`config.mk`:
```
export PLATFORM = sky130hd
export DESIGN_NAME = core_out_uart
export DESIGN_NICKNAME = d
export VERILOG_FILES = /design/src/rtl/core_io_pkg.sv /design/src/rtl/sync_fifo.sv /design/src/rtl/core_out_uart.sv
export SDC_FILE = /design/constraint.sdc
export NUM_CORES = 1
export LEC_CHECK = 0
export ABC_AREA = 1
export CAP_MARGIN = 20
export CELL_PAD_IN_SITES_DETAIL_PLACEMENT = 0
export CELL_PAD_IN_SITES_GLOBAL_PLACEMENT = 1
export CORE_MARGIN = 2
export CORE_UTILIZATION = 30
export CTS_CLUSTER_SIZE = 16
export DETAILED_ROUTE_END_ITERATION = 10
export DONT_BUFFER_PORTS = 1
export PLACE_DENSITY = 0.51
export SYNTH_ARGS = -nofsm -noshare
export SYNTH_HDL_FRONTEND = slang
export SYNTH_SLANG_ARGS = --single-unit
```
`constraint.sdc`:
```
create_clock -name clk -period 3.2 [get_ports clk]
set_clock_uncertainty 0.15 [all_clocks]
set_input_delay 0.64 -clock clk [delete_from_list [all_inputs] [get_ports clk]]
set_output_delay 0.64 -clock clk [all_outputs]
set_load 0.01 [all_outputs]
```
`src/rtl/core_io_pkg.sv`:
```
// rtl/core_io_pkg.sv - shared types and constants for the core output UART
package core_io_pkg;

    localparam int WORD_W = 16;
    localparam int BYTE_W = 8;

    localparam logic STOP_BIT  = 1'b1;
    localparam logic START_BIT = 1'b0;

    typedef enum logic [2:0] {
        IDLE,
        START,
        DATA,
        PARITY,
        STOP
    } uart_state_t;

    // Even parity: the bit that makes the total number of ones even
    function automatic logic even_parity(input logic [BYTE_W-1:0] b);
        return ^b;
    endfunction

endpackage

```
`src/rtl/sync_fifo.sv`:
```
// rtl/sync_fifo.sv - single-clock FIFO with occupancy count
module sync_fifo #(
    parameter int WIDTH = 16,
    parameter int DEPTH = 16
) (
    input  logic                     clk,
    input  logic                     rst_n,
    input  logic                     i_push,
    input  logic [WIDTH-1:0]         i_wdata,
    input  logic                     i_pop,
    output logic [WIDTH-1:0]         o_rdata,
    output logic                     o_full,
    output logic                     o_empty,
    output logic [$clog2(DEPTH):0]   o_count
);

    localparam int AW = $clog2(DEPTH);
    localparam logic [AW:0] FULL_CNT = (AW+1)'(DEPTH);

    logic [WIDTH-1:0] r_mem [DEPTH];
    logic [AW-1:0]    r_wr_ptr;
    logic [AW-1:0]    r_rd_ptr;
    logic [AW:0]      r_count;
    logic             w_do_push;
    logic             w_do_pop;

    // A full FIFO still accepts a word when the head leaves on the same edge
    assign w_do_pop  = i_pop && !o_empty;
    assign w_do_push = i_push && (!o_full || w_do_pop);

    assign o_full  = (r_count == FULL_CNT);
    assign o_empty = (r_count == '0);
    assign o_count = r_count;
    assign o_rdata = r_mem[r_rd_ptr];

    // Storage array; contents need no reset because count gates every read
    always_ff @(posedge clk) begin
        if (w_do_push) begin
            r_mem[r_wr_ptr] <= i_wdata;
        end
    end

    // Pointers wrap naturally since depth is a power of two
    always_ff @(posedge clk or negedge rst_n) begin
        if (!rst_n) begin
            r_wr_ptr <= '0;
            r_rd_ptr <= '0;
            r_count  <= '0;
        end else begin
            if (w_do_push) begin
                r_wr_ptr <= r_wr_ptr + AW'(1);
            end
            if (w_do_pop) begin
                r_rd_ptr <= r_rd_ptr + AW'(1);
            end
            if (w_do_push && !w_do_pop) begin
                r_count <= r_count + (AW+1)'(1);
            end else if (w_do_pop && !w_do_push) begin
                r_count <= r_count - (AW+1)'(1);
            end
        end
    end

endmodule

```
`src/rtl/core_out_uart.sv`:
```
// rtl/core_out_uart.sv - core output FIFO and UART serialiser; CORE_OUT_UART_PARITY_EN adds even parity
module core_out_uart
    import core_io_pkg::*;
#(
    parameter int CLKS_PER_BIT = 434,
    parameter int FIFO_DEPTH   = 16
) (
    input  logic              clk,
    input  logic              reset,
    input  logic              out_en,
    input  logic [WORD_W-1:0] out_dat,
    input  logic              is_halt,
    output logic              tx,
    output logic              full,
    output logic [7:0]        ovf_cnt,
    output logic              done
);

    localparam int BAUD_W = $clog2(CLKS_PER_BIT);
    localparam int CNT_W  = $clog2(FIFO_DEPTH) + 1;
    localparam logic [BAUD_W-1:0] BAUD_LAST = BAUD_W'(CLKS_PER_BIT - 1);

    uart_state_t       r_state;
    logic [BAUD_W-1:0] r_baud;
    logic [2:0]        r_bit_idx;
    logic              r_hi;
    logic [WORD_W-1:0] r_word;
    logic              r_tx;
    logic [7:0]        r_ovf_cnt;

    uart_state_t       w_state_nxt;
    logic [BAUD_W-1:0] w_baud_nxt;
    logic [2:0]        w_bit_nxt;
    logic              w_hi_nxt;
    logic [WORD_W-1:0] w_word_nxt;
    logic              w_pop;
    logic              w_tx_nxt;
    logic [BYTE_W-1:0] w_byte_nxt;
    logic              w_baud_done;
    logic              w_drop;

    logic [WORD_W-1:0] w_fifo_rdata;
    logic              w_fifo_full;
    logic              w_fifo_empty;
    logic [CNT_W-1:0]  w_fifo_count;

    sync_fifo #(
        .WIDTH (WORD_W),
        .DEPTH (FIFO_DEPTH)
    ) u_fifo (
        .clk     (clk),
        .rst_n   (reset),
        .i_push  (out_en),
        .i_wdata (out_dat),
        .i_pop   (w_pop),
        .o_rdata (w_fifo_rdata),
        .o_full  (w_fifo_full),
        .o_empty (w_fifo_empty),
        .o_count (w_fifo_count)
    );

    assign w_baud_done = (r_baud == BAUD_LAST);
    assign w_drop      = out_en && w_fifo_full && !w_pop;

    // State register plus the datapath registers that move with it
    always_ff @(posedge clk or negedge reset) begin
        if (!reset) begin
            r_state   <= IDLE;
            r_baud    <= '0;
            r_bit_idx <= '0;
            r_hi      <= 1'b0;
            r_word    <= '0;
            r_tx      <= STOP_BIT;
        end else begin
            r_state   <= w_state_nxt;
            r_baud    <= w_baud_nxt;
            r_bit_idx <= w_bit_nxt;
            r_hi      <= w_hi_nxt;
            r_word    <= w_word_nxt;
            r_tx      <= w_tx_nxt;
        end
    end

    // Next-state logic: bit timing, byte sequencing and FIFO pops
    always_comb begin
        w_state_nxt = r_state;
        w_baud_nxt  = r_baud + BAUD_W'(1);
        w_bit_nxt   = r_bit_idx;
        w_hi_nxt    = r_hi;
        w_word_nxt  = r_word;
        w_pop       = 1'b0;
        case (r_state)
            IDLE: begin
                w_baud_nxt = '0;
                if (!w_fifo_empty) begin
                    w_pop       = 1'b1;
                    w_word_nxt  = w_fifo_rdata;
                    w_hi_nxt    = 1'b0;
                    w_state_nxt = START;
                end
            end
            START: begin
                if (w_baud_done) begin
                    w_baud_nxt  = '0;
                    w_bit_nxt   = 3'd0;
                    w_state_nxt = DATA;
                end
            end
            DATA: begin
                if (w_baud_done) begin
                    w_baud_nxt = '0;
                    if (r_bit_idx == 3'd7) begin
`ifdef CORE_OUT_UART_PARITY_EN
                        w_state_nxt = PARITY;
`else
                        w_state_nxt = STOP;
`endif
                    end else begin
                        w_bit_nxt = r_bit_idx + 3'd1;
                    end
                end
            end
`ifdef CORE_OUT_UART_PARITY_EN
            PARITY: begin
                if (w_baud_done) begin
                    w_baud_nxt  = '0;
                    w_state_nxt = STOP;
                end
            end
`endif
            STOP: begin
                if (w_baud_done) begin
                    w_baud_nxt = '0;
                    if (!r_hi) begin
                        w_hi_nxt    = 1'b1;
                        w_state_nxt = START;
                    end else if (!w_fifo_empty) begin
                        // Next word starts straight after this stop bit
                        w_pop       = 1'b1;
                        w_word_nxt  = w_fifo_rdata;
                        w_hi_nxt    = 1'b0;
                        w_state_nxt = START;
                    end else begin
                        w_state_nxt = IDLE;
                    end
                end
            end
            default: begin
                w_baud_nxt  = '0;
                w_state_nxt = IDLE;
            end
        endcase
    end

    // Line level for the coming cycle, taken from the next state so tx is a flop
    always_comb begin
        w_tx_nxt   = STOP_BIT;
        w_byte_nxt = w_hi_nxt ? w_word_nxt[WORD_W-1:BYTE_W] : w_word_nxt[BYTE_W-1:0];
        case (w_state_nxt)
            START:   w_tx_nxt = START_BIT;
            DATA:    w_tx_nxt = w_byte_nxt[w_bit_nxt];
`ifdef CORE_OUT_UART_PARITY_EN
            PARITY:  w_tx_nxt = even_parity(w_byte_nxt);
`endif
            default: w_tx_nxt = STOP_BIT;
        endcase
    end

    // Dropped-word counter, saturating, cleared only by reset
    always_ff @(posedge clk or negedge reset) begin
        if (!reset) begin
            r_ovf_cnt <= '0;
        end else if (w_drop && (r_ovf_cnt != 8'hFF)) begin
            r_ovf_cnt <= r_ovf_cnt + 8'd1;
        end
    end

    assign tx      = r_tx;
    assign ovf_cnt = r_ovf_cnt;
    assign full    = (w_fifo_count == CNT_W'(FIFO_DEPTH));
    assign done    = is_halt && w_fifo_empty && (r_state == IDLE);

endmodule
```
==> results.md, run 1 <==
- Final setup TNS: 0 ns
- Synth cell types: 38
- DRT antenna net count: 0
- GRT Overall Usage: 0.156
- Clk sinks: 310
- Total wire length: 35.7 mm
- PD cells: approximately 800 nW/µm²
- Initial DRC Count: between 600 and 700
- Post-DP HPWL: 20.9 mm
- Depth of the CTS H-tree: 2
- Via density: 4.45
- Yosys warns: 0
- Crit-path cells: inv_1 -> ha_1 -> nand2_1 -> nor2_2 -> nand3_2 -> a21oi_2 -> inv_1 -> a21oi_4 -> ha_1 -> inv_1 -> fa_1 -> a21o_1 -> a21oi_2 -> nand2_1 -> nand2_1 -> nor2_1 -> xor2_1
- Total Nets Final: 1,328
- Final Max Slew Viols: 0
- Clock Path Buffers: 3
- # port buffers: 0
- Hold Crit Start: out_dat[8]
- Outcome: finished, final reports clean
- CTS buffer count: 37
- Max_slew headroom: 0.602
- Root Buffer: clkbuf_16
- Hold depth: 0
- Initial antenna violation count: 0
- CP max stage delay: 0.43 ns
- Total of max-cap violations: 0
- Setup CP Type: register to register
- TritonCTS clock tree: built
- Die Span Y: about 220 µm
- Register-to-Register Path Depth: 17
- FMAX: 0.337 GHz
- Worst Tran Pin Value: 0.594 ns
- TritonRoute pass-1 iters: 5
- Design Area, Final: 15,400 µm²
- Reg-to-reg startpoint: r_baud[1]
- Slowest CP cell: fa_1
- # rows: 77
- Min cycle time layout: 2.97 ns
- Ant. Diodes: 0
- Post-Syn Area: 13,400 µm²
- Total core area: 44,100 µm²
- Avg Cell Area, Syn: 10.6 µm²
- Layout cells sized above 1: 0.100
- Post-synth net total: 1,301
- Vias in the first global route: 8,459
- Worst Setup SP: r_baud[1]
- Syn Inst Count: 1,267
- Setup bufs post-CTS: 0
- Largest net degree at the start of global routing: 89
- P_leak: slightly above 6 nW
- Area added between synthesis and finish: 15.2%
- Fill cell count: 4,532
- Startpoint types: register
- WL per Instance: about 19 µm
- Clk Latency, worst-skew pair: 0.55 ns
- Unrepaired setup endpoints after global routing: no
- Final setup vio count: 0
- VDD IR max: 463 µV
- Die Span X: 215 µm
- FF-to-FF End: u_fifo.o_count[4]
- Worst Path Required: 3.47 ns
- GR Overflow Total: 0
- CP max FO: 4
- Asr flop ratio synth: 0.174
- Worst Setup End Kind: register
- Class of the worst hold path: primary input to register
- Hold Path Sink: u_fifo.r_mem[12][8]
- Initial Util: 0.303
- Seq/Total Area, Yosys: 0.676
- Via Count: 8,506
- Final hold violations: 0
- I/O Pins: 31
- GP Congestion: roughly 0.74
- Final worst-path cycle share: 0.929
- Placed standard-cell area: between 10,000 and 15,000 µm²
- Reg clk slew, reported paths: 0.06 ns
- Dominant synthesized flop cell: edfxtp_1
- Crit path DAT: 3.24 ns
- First-pass GRT wire length: between 50 and 60 mm
- Full die area: 46,300 µm²
- Post-synth EDFFs: 256
- #FFs+latches synth: a little over 300
- Reg-to-reg setup timing slack: 0.23 ns
- Number of remaining DRC errors: 0
-- layout make-up --
class,instances,area [µm²],area share
clock inverter,15,125,0.00812
inverter,102,384,0.0249
timing repair buffer,45,448,0.0291
sequential,310,9040,0.587
clock buffer,50,975,0.0633
tap,592,741,0.0481
multi-input combinational,798,3690,0.239
-- worst max-delay path by stage --
stage | endpoint | depth (start not counted)
5_1_grt | u_fifo.o_count[4] | 16
3_5_place_dp | u_fifo.o_count[4] | 17
3_3_place_gp | u_fifo.o_count[4] | 17
2_1_floorplan | u_fifo.o_count[4] | 18
6_report | u_fifo.o_count[4] | 17
4_1_cts | u_fifo.o_count[4] | 17
-- registers in the layout, indices dropped and copies added (netlist names), 4 cells and up --
register         flops
u_fifo.r_wr_ptr      4
r_word              16
u_fifo.r_mem       256
r_baud               9
ovf_cnt              8
u_fifo.r_rd_ptr      4
u_fifo.o_count       5
-- where the power goes --
group	switching (mW)	internal [mW]
logic	2.43	1.13
clock network	1.62	2.29
registers	0.227	4.91
total	4.27	8.34
-- critical path: cells and delay by family, from the launching register on --
family                     cells  cell delay (ns)
buffers and inverters          3             0.27
AOI/OAI and AO/OA              4             0.66
DFF                            1             0.39
xor gates and xnor gates       1             0.13
and+or+nand+nor                6             0.49
adders and majority gates      3             0.75
-- what timing repair did --
| item | CTS | global route |
|---|---|---|
| hold endpoints to repair | 54 | 0 |
| hold buffers | 2 | 0 |
| setup endpoints to repair | 0 | 1 |
| resized for setup | 0 | 2 |
-- per-layer routing --
layer	share of wire	track usage	wire (µm)
met1	0.47	0.212	16700
met2	0.48	0.260	17100
met3	0.035	0.0297	1250
met4	0.016	0.0352	573
met5	0	0	0
-- stage by stage --
stage / hold slack (ns) / total power, mW / util / worst slack [ns] / instances
3_5_place_dp: 0.201 / 8.82 / 0.323 / 0.159 / 1845
5_1_grt: 0.00971 / 13.4 / 0.349 / 0.0366 / 1912
3_3_place_gp: 0.201 / 8.83 / 0.323 / 0.135 / 1845
4_1_cts: 0.00632 / 12.8 / 0.349 / 0.126 / 1912
6_report: 0.0364 / 12.6 / 0.349 / 0.228 / 1912
2_1_floorplan: 0.194 / 7.66 / - / 0.195 / 1267
-- cells in the final DEF (no fill, tap or decap), types with 13 or more instances in the layout --
cell type  synthesis  layout
edfxtp_1         256     256
nor2_1           145     128
clkbuf_16          0      37
buf_4              4      36
nand3_1          160     160
dfrtp_1           53      51
clkbuf_1          16      13
xor2_1            13      13
ha_1              13      13
nand2_1          353     353
o21ai_0           57      57
nor2_2             0      17
inv_1             98      98
-- synthesized netlist by cell type, types with 2 or more instances --
library cell | number | share of area
xnor2_1 | 5 | 0.0033
buf_6 | 6 | 0.0051
and3_1 | 2 | 0.00094
nor2_1 | 145 | 0.041
or2_2 | 8 | 0.0037
buf_4 | 4 | 0.0022
dfrtp_1 | 53 | 0.099
buf_1 | 5 | 0.0014
ha_1 | 13 | 0.012
nand4_1 | 7 | 0.0033
nor3_1 | 5 | 0.0019
clkinv_1 | 2 | 0.00056
buf_2 | 26 | 0.0097
nand2_2 | 3 | 0.0014
nand3_1 | 160 | 0.060
a21oi_1 | 6 | 0.0022
clkbuf_1 | 16 | 0.0045
nand3_2 | 2 | 0.0015
nand2_1 | 353 | 0.099
a31oi_1 | 3 | 0.0014
o21ai_1 | 5 | 0.0019
o21ai_0 | 57 | 0.021
xor2_1 | 13 | 0.0085
inv_1 | 98 | 0.028
edfxtp_1 | 256 | 0.58
inv_2 | 2 | 0.00056
-- logic make-up after synthesis --
logic type | after synthesis | synth area share
and+or+nand+nor | 688 | 0.215
DFF | 310 | 0.676
buffers and inverters | 159 | 0.0516
AOI/OAI and AO/OA | 77 | 0.0310
xor gates and xnor gates | 18 | 0.0118
adders and majority gates | 14 | 0.0137
muxes | 1 | 0.000842
No activity file was read; power rests on OpenSTA's default activity.
==> run 2: changes to the inputs <==
--- a/config.mk
+++ b/config.mk
@@ -14,6 +14,7 @@
 export CTS_CLUSTER_SIZE = 16
 export DETAILED_ROUTE_END_ITERATION = 10
 export DONT_BUFFER_PORTS = 1
+export HOLD_SLACK_MARGIN = 0.12
 export PLACE_DENSITY = 0.51
 export SYNTH_ARGS = -nofsm -noshare
 export SYNTH_HDL_FRONTEND = slang
==> run 2 against run 1 <==
Effect of this change: design area grew 1.1%; clock power is essentially flat; worst hold slack gained 0.31 ns; clock-buffer cell count is the same; setup slack gained 0.0027 ns; critical endpoint unchanged; largest power group unchanged.
==> results.md, run 2 (synthesized netlist as in run 1, its figures left out) <==
- Slowest CP cell: fa_1
- Total of max-cap violations: 0
- Largest net degree at the start of global routing: 89
- Worst Tran Pin Value: roughly 0.67 ns
- GRT Overall Usage: 0.157
- Total wire length: 35.9 mm
- WL per Instance: 18.6 µm
- Max_slew headroom: 0.552
- TritonCTS clock tree: built
- GR Overflow Total: 0
- Most frequent cells in the layout: nand2_1 (353), edfxtp_1 (256), nand3_1 (160)
- Crit-path cells: inv_1 -> ha_1 -> nand2_1 -> nor2_2 -> nand3_2 -> a21oi_2 -> inv_1 -> a21oi_4 -> ha_1 -> inv_1 -> fa_1 -> a21o_1 -> a21oi_2 -> nand2_1 -> nand2_1 -> nor2_1 -> xor2_1
- Outcome: finished, final reports clean
- CP max stage delay: 0.43 ns
- Area added between synthesis and finish: 16.4%
- Fill cell count: 4,525
- Die Span X: 215 µm
- Total core area: 44,100 µm²
- Hold Crit Start: u_fifo.o_count[4]
- CP max FO: 4
- Number of remaining DRC errors: 0
- CP top delay family: adder cells
- PD cells: 814 nW/µm²
- Final setup vio count: 0
- Final hold violations: 0
- Reg clk slew, reported paths: 0.05 ns
- Worst Setup SP: r_baud[1]
- Total Nets Final: about 1,300
- Setup CP Type: register to register
- First-pass GRT wire length: ~55 mm
- GP Congestion: about 0.74
- # port buffers: 0
- Die Span Y: ~220 µm
- Biggest register: u_fifo.r_mem
- Clk sinks: 310
- Max FFs per register: 256
- Hold_ws: approximately 0.35 ns
- TritonRoute pass-1 iters: 5
- Vias in the first global route: between 8,000 and 9,000
- Commonest non-fill, non-tap cell in the layout: nand2_1
- Post-DP HPWL: 20.9 mm
- FMAX: 0.337 GHz
- VDD IR max: roughly 470 µV
- Class of the worst hold path: register to register
- Via Count: around 8,600
- Initial DRC Count: 636
- Reg-to-reg startpoint: r_baud[1]
- Worst Path Required: approximately 3.5 ns
- CP bufs+invs: 3
- I/O Pins: 31
- Initial antenna violation count: 1
- DRT antenna net count: 0
- Layout cells sized above 1: 0.0988
- Initial Util: 0.303
- Clk Latency, worst-skew pair: approximately 0.55 ns
- Final setup TNS: 0 ns
- Unrepaired setup endpoints after global routing: no
- Setup bufs post-CTS: 0
- Min cycle time layout: 2.97 ns
- Via density: 4.46
- Full die area: 46,300 µm²
- Crit path DAT: 3.24 ns
- # rows: 77
- P_leak: 6.15 nW
- Depth of the CTS H-tree: 2
- Root Buffer: clkbuf_16
- Startpoint types: register
- CTS buffer count: 37
- Worst Setup End Kind: register
- Clock Path Buffers: 3
- Top flop regs: u_fifo.r_mem (256), r_word (16), r_baud (9)
- Final worst-path cycle share: 0.928
- Final Max Slew Viols: 0
-- run 2: changes by cell type in the layout (fill, tap and decap cells not counted) --
cell and change:
diode_2 +1, dlygate4sd3_1 +16
-- run 2: cell type report --
cell class / instances / area (µm²) / share of cell area
Sequential cell: 310 / 9040 / 0.581
Multi-Input combinational cell: 798 / 3690 / 0.237
Clock buffer: 50 / 975 / 0.0626
Tap cell: 592 / 741 / 0.0476
Timing Repair Buffer: 61 / 608 / 0.0391
Inverter: 102 / 384 / 0.0247
Clock inverter: 15 / 125 / 0.00804
Antenna cell: 1 / 2.50 / 0.000161
-- run 2: power breakdown --
part	leakage (nW)	internal (mW)	total [mW]	switching, mW
sequential	2.97	4.91	5.14	0.226
combinational	2.64	1.15	3.63	2.48
clock	0.538	2.29	3.91	1.62
total	6.15	8.35	12.7	4.32
-- run 2: path summary, 6_finish.rpt --
kind / end / slack [ns] / cells after the start
min reg2reg: u_fifo.o_count[4] / 0.35 / 1
max: u_fifo.o_count[4] / 0.23 / 17
min: u_fifo.o_count[4] / 0.35 / 1
max in group asynchronous: tx / 2.10 / 2
min in group asynchronous: u_fifo.r_rd_ptr[0] / 0.50 / 2
max reg2reg: u_fifo.o_count[4] / 0.23 / 17
-- run 2: what timing repair did --
action,4_1_cts,5_1_grt
hold buffers,18,0
resized for setup,0,2
hold endpoints to repair,310,0
endpoints found under the setup margin,0,1
-- run 2: per-layer routing --
layer  global-route usage  part of all wire
met5                    0                 0
met4               0.0352             0.016
met3               0.0280             0.033
met2                0.261              0.48
met1                0.215              0.47
-- run 2: through the flow --
| step | power, mW | instances | area (µm²) | util | worst slack [ns] |
|---|---|---|---|---|---|
| floorplan | 7.66 | 1267 | 13400 | - | 0.195 |
| global placement | 8.83 | 1845 | 14300 | 0.323 | 0.135 |
| detailed placement | 8.82 | 1845 | 14300 | 0.323 | 0.159 |
| CTS | 12.9 | 1928 | 15600 | 0.353 | 0.126 |
| global route | 13.5 | 1929 | 15600 | 0.353 | 0.0366 |
| finish | 12.7 | 1929 | 15600 | 0.353 | 0.231 |
==> run 3: changes to the inputs <==
--- a/config.mk
+++ b/config.mk
@@ -15,7 +15,8 @@
 export DETAILED_ROUTE_END_ITERATION = 10
 export DONT_BUFFER_PORTS = 1
 export HOLD_SLACK_MARGIN = 0.12
-export PLACE_DENSITY = 0.51
+export PLACE_DENSITY = 0.52
 export SYNTH_ARGS = -nofsm -noshare
 export SYNTH_HDL_FRONTEND = slang
+export SYNTH_HIERARCHICAL = 1
 export SYNTH_SLANG_ARGS = --single-unit
==> run 3 against run 2 <==
Effect of this change: total power is 19% lower; combinational power is 69% lower; first-iteration DRC count is 9.0% lower; worst hold slack worse by 0.14 ns; die area is 5.7% higher; via count is 12% higher; design area is 5.9% higher; critical path depth is 4 higher; sequential share of layout area is 3.3 points lower; non-clock buffer count is 6 higher; largest cell class unchanged; highest routed layer is now met5.
==> results.md, run 3 <==
- Max FFs per register: 256
- Worst Tran Pin Value: about 0.7 ns
- GR Overflow Total: 0
- Synth top area cells: edfxtp_1 (54%), nand2_1 (15%), dfrtp_1 (9.4%)
- Min cycle time layout: 2.87 ns
- Depth of the CTS H-tree: 2
- Post-DP HPWL: ~23 mm
- Cell Count, Final, Fillers Out: 2,137
- # port buffers: 0
- Root Buffer: clkbuf_16
- Total of max-cap violations: 0
- Area added between synthesis and finish: 16.6%
- CP top delay family: simple AND/OR/NAND/NOR gates
- PD cells: 622 nW/µm²
- Final WS setup: 0.331 ns
- Commonest non-fill, non-tap cell in the layout: nand2_1
- Biggest register: u_fifo/r_mem
- Final setup TNS: 0 ns
- Max_slew headroom: 0.545
- Final worst-path cycle share: 0.896
- Outcome: finished, final reports clean
- Clk Latency, worst-skew pair: 0.55 ns
- Die Span Y: 221 µm
- GRT Overall Usage: 0.158
- DRT antenna net count: 0
- Total power: between 10 and 15 mW
- CP max stage delay: 0.39 ns
- Worst Path Required: 3.49 ns
- Post-synth net total: 1,480
- Hold depth: 2
- #FFs+latches synth: 310
- CP bufs+invs: 5
- Vias in the first global route: 9,321
- Initial DRC Count: about 580
- I/O Pins: 31
- Yosys warns: 6
- Syn Inst Count: 1,446
- Synth cell types: 44
- Setup CP Type: register to register
- Crit path DAT: 3.16 ns
- Slowest CP cell: dfrtp_1
- VDD IR max: 392 µV
- Worst Setup End Kind: register
- Dominant synthesized flop cell: edfxtp_1
- Unrepaired setup endpoints after global routing: no
- WL per Instance: 17.8 µm
- TritonRoute pass-1 iters: 4
- TritonCTS clock tree: built
- Setup bufs post-CTS: 0
- GP Congestion: 0.768
- Number of remaining DRC errors: 0
- FF-to-FF End: u_fifo/o_count[4]
- Most frequent cell after synthesis: nand2_1
- P_leak: 7.02 nW
- Clock Path Buffers: 3
- Layout cells sized above 1: 0.100
- Total Nets Final: 1,533
- Final setup vio count: 0
- Initial Util: 0.304
- Final Max Slew Viols: 0
- Clk sinks: 310
- Asr flop ratio synth: 0.174
- Total core area: approximately 47,000 µm²
- First-pass GRT wire length: 58.8 mm
- Crit-path cells: inv_1 -> ha_1 -> nand2_1 -> nor2_4 -> nand3_4 -> nand2_8 -> nand2_4 -> inv_1 -> inv_1 -> nand4_2 -> nand2_1 -> inv_1 -> ha_1 -> inv_2 -> fa_1 -> nand2_1 -> nand3_1 -> nand3_1 -> nand2_1 -> nand2_1 -> nand2_1
- Final hold violations: 0
- Seq/Total Area, Yosys: 0.639
- CP max FO: 5
- FF+latch area: 9040 µm²
- Reg-to-reg setup timing slack: approximately 0.33 ns
- Pre-CTS setup slack: 0.196 ns
- Post-Syn Area: 14,100 µm²
- Most frequent cells in the layout: nand2_1 (559), edfxtp_1 (256), nand3_1 (145)
- Top flop regs: u_fifo/r_mem (256), r_word (16), r_baud (9)
- Synth top cells by count: nand2_1 (559), edfxtp_1 (256), nand3_1 (145)
- FMAX: around 0.35 GHz
- Largest net degree at the start of global routing: 63
- Fill cell count: between 4,000 and 5,000
- Post-synth EDFFs: between 200 and 300
- Synth area leader: edfxtp_1
- # rows: between 70 and 80
- Via Count: ~9,600
- Startpoint types: register
- Total wire length: ~38 mm
- Reg-to-reg startpoint: r_baud[1]
- Die Span X: ~220 µm
- Hold Path Sink: ovf_cnt[0]
- Cell mode on critical path: nand2_1
- Multi-input gate area: approximately 4200 µm²
- Via density: 4.50
- Reg clk slew, reported paths: ~0.06 ns
- CTS buffer count: 39
- Hold Crit Start: out_en
- Full die area: around 49,000 µm²
- Register-to-Register Path Depth: 21
- Post-synth top area share: 0.544
- Avg Cell Area, Syn: 9.78 µm²
- Initial antenna violation count: 6
- Placed Instances: around 2,000
- Class of the worst hold path: primary input to register
==> run 3: changes by cell type after synthesis, sizes merged, moves of 2 or more <==
cell / delta
nand2: +217
o21ai: -57
inv: +50
nor2: -23
nor3: +18
nand3: -13
clkbuf: -11
buf: +9
or2: -8
a21oi: -3
nor4: +2
xnor2: -2
xor2: -2
==> run 3: how the worst max path moves through the flow <==
stage	startpoint	end	slack, ns	cells past startpoint
finish	r_baud[1]	u_fifo/o_count[4]	0.33	21
global route	u_fifo/o_count[0]	u_fifo/o_count[4]	0.0003	19
CTS	u_fifo/o_count[0]	u_fifo/o_count[4]	0.17	19
detailed placement	u_fifo/o_count[0]	u_fifo/o_count[4]	0.20	19
global placement	u_fifo/o_count[0]	u_fifo/o_count[4]	0.25	20
floorplan	r_baud[1]	u_fifo/r_mem[10][0]	-0.23	14
==> run 3: power by group <==
group | switching, mW | leakage (nW) | internal [mW]
Sequential | 0.159 | 2.98 | 4.72
Clock | 1.71 | 0.600 | 2.57
Combinational | 0.790 | 3.44 | 0.320
Total | 2.66 | 7.02 | 7.61
==> run 3: metal layers <==
layer | up-vias | GRT usage | wire (µm)
li1 | 4796 | - | -
met1 | 4600 | 0.216 | 17900
met2 | 147 | 0.254 | 17700
met3 | 62 | 0.0323 | 1690
met4 | 6 | 0.0461 | 804
met5 | - | 0 | 28
==> run 3: through the flow <==
stage / utilization / cell area (µm²) / hold slack [ns]
floorplan: - / 14100 / 0.194
global placement: 0.323 / 15000 / 0.199
detailed placement: 0.323 / 15000 / 0.200
CTS: 0.354 / 16500 / 0.182
global route: 0.354 / 16500 / 0.204
finish: 0.354 / 16500 / 0.207
==> run 3: worst register-to-register path, stage by stage, from the launching register on <==
cell and delay (ns):
dfrtp_1 0.39, inv_1 0.06, ha_1 0.15, nand2_1 0.09, nor2_4 0.16, nand3_4 0.11
nand2_8 0.08, nand2_4 0.06, inv_1 0.10, inv_1 0.06, nand4_2 0.13, nand2_1 0.09
inv_1 0.06, ha_1 0.17, inv_2 0.07, fa_1 0.39, nand2_1 0.10, nand3_1 0.10
nand3_1 0.09, nand2_1 0.05, nand2_1 0.05, nand2_1 0.05
==> run 3: area by class of cell <==
cell class              instances  area share
flip-flops and latches        310       0.548
clock inverters                20      0.0101
inverters                     152      0.0350
repair buffers                 67      0.0392
multi-input cells             929       0.257
clock buffers                  49      0.0640
diodes                          3    0.000455
well taps                     607      0.0461
==> run 3: timing repair <==
action,CTS,global route
endpoints found under the hold margin,314,0
hold buffers,19,0
endpoints found under the setup margin,0,5
gates resized for setup,0,5
==> run 3: kinds of logic (layout without fill, tap and decap cells) <==
group	after synthesis	count (layout)	share of synthesized area
simple gates	881	881	0.261
fa+ha+maj	14	14	0.0129
xor+xnor	14	14	0.00867
other cells	0	3	0
compound gates	18	18	0.00858
flops	310	310	0.639
buf+inv	207	288	0.0680
mux	2	2	0.00159
